$ cat src/rtl/pio_regs.sv
// PIO register target for the SAP1 core: control/status registers, cycle and
// error counters, and the 16x8 program RAM shared with the CPU fetch port.
module pio_regs #(
  parameter logic [31:0] ID_VALUE  = 32'h5A50_0001,
  parameter logic [31:0] BAD_RDATA = 32'hDEAD_BEEF
) (
  input  logic        clk,
  input  logic        reset,
  input  logic        pio_cmd_vld,
  input  logic        pio_rw,
  input  logic [15:0] pio_addr,
  input  logic [31:0] pio_data_w,
  output logic        pio_rd_vld,
  output logic [31:0] pio_data_r,
  output logic        cpu_run,
  output logic        cpu_clr,
  input  logic        cpu_halted,
  input  logic [3:0]  cpu_pc,
  input  logic [7:0]  cpu_out,
  input  logic [3:0]  mem_raddr,
  output logic [7:0]  mem_rdata
);

  typedef enum logic [2:0] {
    R_ID      = 3'd0,
    R_SCRATCH = 3'd1,
    R_CTRL    = 3'd2,
    R_STATUS  = 3'd3,
    R_OUT     = 3'd4,
    R_CYCLES  = 3'd5,
    R_ERRCNT  = 3'd6,
    R_NONE    = 3'd7
  } reg_e;

  logic [7:0]  ram [16];
  logic [31:0] scratch;
  logic [31:0] cycles;
  logic [7:0]  errcnt;
  logic        run;
  logic        clr;

  logic        rd_cmd;
  logic        wr_cmd;
  logic        ram_hit;
  logic [3:0]  ram_idx;
  reg_e        sel;
  logic        reg_hit;
  logic        bad;
  logic        ram_we;
  logic [31:0] rdata;
  logic        unused;

  assign unused  = ^pio_addr[1:0];

  assign rd_cmd  = pio_cmd_vld & pio_rw;
  assign wr_cmd  = pio_cmd_vld & ~pio_rw;
  assign ram_hit = (pio_addr[15:6] == 10'h004);
  assign ram_idx = pio_addr[5:2];
  assign sel     = (pio_addr[15:5] == 11'd0) ? reg_e'(pio_addr[4:2]) : R_NONE;
  assign reg_hit = (sel != R_NONE);

  // Unmapped accesses and RAM writes while the CPU runs are both counted as errors.
  assign bad     = pio_cmd_vld & ((~ram_hit & ~reg_hit) | (ram_hit & ~pio_rw & run));
  assign ram_we  = wr_cmd & ram_hit & ~run & ~reset;

  assign cpu_run = run;
  assign cpu_clr = clr;

  always_comb begin
    rdata = BAD_RDATA;
    if (ram_hit) begin
      rdata = {24'd0, ram[ram_idx]};
    end else begin
      case (sel)
        R_ID:      rdata = ID_VALUE;
        R_SCRATCH: rdata = scratch;
        R_CTRL:    rdata = {31'd0, run};
        R_STATUS:  rdata = {27'd0, cpu_pc, cpu_halted};
        R_OUT:     rdata = {24'd0, cpu_out};
        R_CYCLES:  rdata = cycles;
        R_ERRCNT:  rdata = {24'd0, errcnt};
        default:   rdata = BAD_RDATA;
      endcase
    end
  end

  // RAM is not reset; nonblocking read of the CPU port gives read-first ordering.
  always_ff @(posedge clk) begin
    if (ram_we) ram[ram_idx] <= pio_data_w[7:0];
  end

  always_ff @(posedge clk) begin
    if (reset) mem_rdata <= 8'd0;
    else       mem_rdata <= ram[mem_raddr];
  end

  always_ff @(posedge clk) begin
    if (reset) begin
      pio_rd_vld <= 1'b0;
      pio_data_r <= 32'd0;
      scratch    <= 32'd0;
      run        <= 1'b0;
      clr        <= 1'b0;
      cycles     <= 32'd0;
      errcnt     <= 8'd0;
    end else begin
      pio_rd_vld <= rd_cmd;
      if (rd_cmd) pio_data_r <= rdata;

      if (wr_cmd && sel == R_SCRATCH) scratch <= pio_data_w;

      clr <= wr_cmd && sel == R_CTRL && pio_data_w[1];
      if (wr_cmd && sel == R_CTRL) run <= pio_data_w[0];

      if (wr_cmd && sel == R_CYCLES)  cycles <= 32'd0;
      else if (run && !cpu_halted)    cycles <= cycles + 32'd1;

      if (wr_cmd && sel == R_ERRCNT)  errcnt <= 8'd0;
      else if (bad && errcnt != 8'hFF) errcnt <= errcnt + 8'd1;
    end
  end

endmodule

$ cat config.mk
export PLATFORM = sky130hd
export DESIGN_NAME = pio_regs
export DESIGN_NICKNAME = d
export VERILOG_FILES = /design/src/rtl/pio_regs.sv
export SDC_FILE = /design/constraint.sdc
export NUM_CORES = 1
export LEC_CHECK = 0
export CORE_UTILIZATION = 35
export DETAILED_ROUTE_END_ITERATION = 8
export GPL_TIMING_DRIVEN = 0
export SYNTH_ARGS = -nofsm -noshare
export SYNTH_HDL_FRONTEND = slang
export SYNTH_SLANG_ARGS = --single-unit
$ cat constraint.sdc
create_clock -name clk -period 3.6 [get_ports clk]
set_input_delay 1.08 -clock clk [delete_from_list [all_inputs] [get_ports clk]]
set_output_delay 1.08 -clock clk [all_outputs]
set_load 0.01 [all_outputs]
==> out/metrics.cfg <==
[timing]
fin_worst_skew_ps = 11.0
hold_viol_final = 0
maxClockFrequency_ghz = 0.285
fin_crit_sh_pct = 97.3
setup_violations = 0
relSlewSlack_pct = 37.7
tns_ps = 0
drv_slew = 0
min_period_ps = 3500
grt_setup_unrepaired = false
tightest_slew_ps = 935

[place]
place_hpwl_mm = 24.0
place.gp.congestion = 0.917
dpl-instance-area_um2 = 12700
numPortBuffers = 105

[critical_path]
start_kind = primary input
endpoint_kind = flip-flop
critPathKind = in -> reg
timing.rr.end = cycles[31]
worstPathArrival_ps = 3760
crit_required_ps = 3850
r2r_cells = 6
r2r_setup_slack_ps = 1140
path_max_fanout = 10
r2r_start = cpu_run

[power_and_ir_drop]
p_seq_share_pct = 48.1
p_clk_share_pct = 43.6
ir_drop_v = 0.000344
swShare_pct = 22.9
pwr-share-comb_pct = 8.3
p_int_w = 0.00475
powerDensity_nw_per_um2 = 442
switching_power_w = 0.00141
leakage_nw = 4.52

[finish]
fillers = 2819
drive_above_1_share_pct = 17.9
ff_latch_area_um2 = 6150
final_nets = 1127
multi_input_area_um2 = 4820
fin_area_um2 = 14000
antenna_cells = 0
final_util_pct = 45.2
syn_to_final_growth_pct = 25.6

[synth]
synthFlopType = edfxtp_1
synth_top_area_share_pct = 34.6
synthCells = 903
syn_area_per_cell_um2 = 12.3
synth_nets = 974
synth_area_leaders = edfxtp_1 (35%), dfxtp_1 (21%), mux4_2 (15%), nand2_1 (3.7%), nor2_1 (2.7%)
ys_warn_count = 0
syn-cell-area_um2 = 11100
ys_ff_latch = 243
yosysSeqAreaShare_pct = 55.3
synth-edff-count = 128
synth-async-reset-ratio_pct = 0
yosysTopAreaCell = edfxtp_1
synth_cell_types = 56

[grt]
grt_pass1_wl_mm = 51.1
grt_overflow = 0
antenna_found_initial = 0
grtUsageTotal_pct = 20.7
grt_pass1_vias = 8326
grt_max_degree = 19

[floorplan]
die-area_um2 = 32500
initial_core_util_pct = 36.0
num_io_pins = 112
core-area_um2 = 30900
dieHeight_um = 180
die_w_um = 180
rows = 64

[worst_hold_path]
hold-path-endpoint = scratch[8]
hp-class = reg -> reg
min_path_cells = 2
hold_start = scratch[8]

[cts]
insertion_delay_ps = 540
clk_pin_slew_ps = 60
cts_sinks = 243
clock_path_buffers = 3
htreeDepth = 1
hold_buffers = 0
root_buffer = clkbuf_16
cts_tree = yes
cts_buffers = 27

[drt]
drt_iter0_drc = 776
first_pass_iters = 6
final_antenna_net_count = 0
vias = 8415
routed_wirelength_mm = 33.7
viasPerCell = 5.72
drc = 0
post_drt_wl_per_cell_um = 22.9

[job]
drv_cap = 0

[outcome]
status = finished clean

[cells in the mapped netlist (3+ instances only)]
master	count
a2111oi_0	7
clkbuf_1	36
nor2b_1	18
nor4b_1	4
a32oi_1	4
or4_1	4
edfxtp_1	128
a211oi_1	5
a221o_1	3
a221oi_1	20
a21oi_1	48
or3_1	13
nand3_1	16
inv_1	9
nor2_1	80
dfxtp_1	115
buf_1	7
buf_2	19
xnor2_1	20
mux2i_1	13
nor3_1	18
a31o_1	4
nor4_1	19
nand2_1	111
nand2b_1	4
and3_1	4
and4_1	6
mux4_2	74
a2bb2oi_1	13
a22o_1	3
a31oi_1	4
nand4_1	10
and2_1	3
xor2_1	7
o21ai_0	24
[routing by layer]
metal	vias up	track usage (%)	routed length, um
li1	3770	-	-
met1	4227	27.6	14200
met2	355	34.2	16000
met3	63	3.64	2590
met4	0	6.36	984
met5	-	0	0
[power groups by stage]
stage	registers [W]	logic, W	clock network [W]
final	0.00297	0.000515	0.00269
after global routing	0.00297	0.000547	0.00284
after CTS	0.00297	0.000512	0.00272
after detailed placement	0.00302	0.000504	0
after global placement	0.00302	0.000500	0
after floorplan	0.00303	0.000237	0
[worst max path at each step]
stage	startpoint	endpoint	cells past startpoint
3_5_place_dp	pio_addr[3]	ram[2][1]	7
2_1_floorplan	pio_addr[9]	ram[0][0]	6
3_3_place_gp	pio_addr[3]	ram[2][7]	7
4_1_cts	pio_addr[9]	ram[8][0]	7
5_1_grt	pio_addr[2]	pio_data_r[10]	9
6_report	pio_addr[4]	ram[15][7]	7
[flip-flops by register name, indices dropped and copies added, names as in the netlist]
signal / cells
cycles: 32
ram: 128
mem_rdata: 8
errcnt: 8
pio_rd_vld: 1
scratch: 32
cpu_run: 1
pio_data_r: 32
cpu_clr: 1
[logic make-up after synthesis]
group / synth area share, %
AND/OR/NAND/NOR: 14.4
flip-flops: 55.3
AO/OA/AOI/OAI: 8.94
multiplexers: 16.2
buffers and inverters: 2.89
XOR/XNOR: 2.13
adder cells (fa/ha/maj): 0.225
[worst max-delay path, cell delays in order]
cell and delay (ps):
clkdlybuf4s50_1 640, clkbuf_2 340, clkbuf_1 490, buf_2 450
nand2_1 340, nor2_4 250, buf_12 150
[area by class of cell]
type	instances	share of cell area (%)
Multi-Input combinational cell	585	34.5
Timing Repair Buffer	124	9.44
Sequential cell	243	44.0
Tap cell	396	3.55
Inverter	9	0.242
Clock buffer	36	5.22
Buffer	66	2.11
Clock inverter	13	0.932
[metrics by stage]
step                      setup slack, ps  cells  hold slack [ps]  total power [W]
after global routing                 3.09   1472              467          0.00635
after CTS                           -48.8   1470              453          0.00620
after detailed placement            -1350   1404              445          0.00353
final                                95.8   1472              452          0.00617
after floorplan                      1.34    903              427          0.00327
after global placement              -1280   1404              438          0.00352
[what timing repair did]
action                                  CTS  global route
endpoints found under the setup margin  128           149
cloned                                    0             0
buffers inserted                         17             2
resized for setup                        35             9
pin swaps                                12             3
[placed cells by master (no fill, tap or decap), types with 10 or more instances in the layout]
cell,n
edfxtp_1,128
dfxtp_1,115
nand2_1,108
clkdlybuf4s50_1,105
mux4_2,74
nor2_1,68
a21oi_1,48
clkbuf_1,42
clkbuf_16,27
o21ai_0,24
buf_2,21
a221oi_1,20
xnor2_1,20
nor4_1,18
nor2b_1,17
nand3_1,15
nor3_1,14
mux2i_1,13
a2bb2oi_1,13
or3_1,12
nor2_4,12
buf_4,11
nand4_1,10
buf_12,10
No activity file was read; power rests on OpenSTA's default activity.
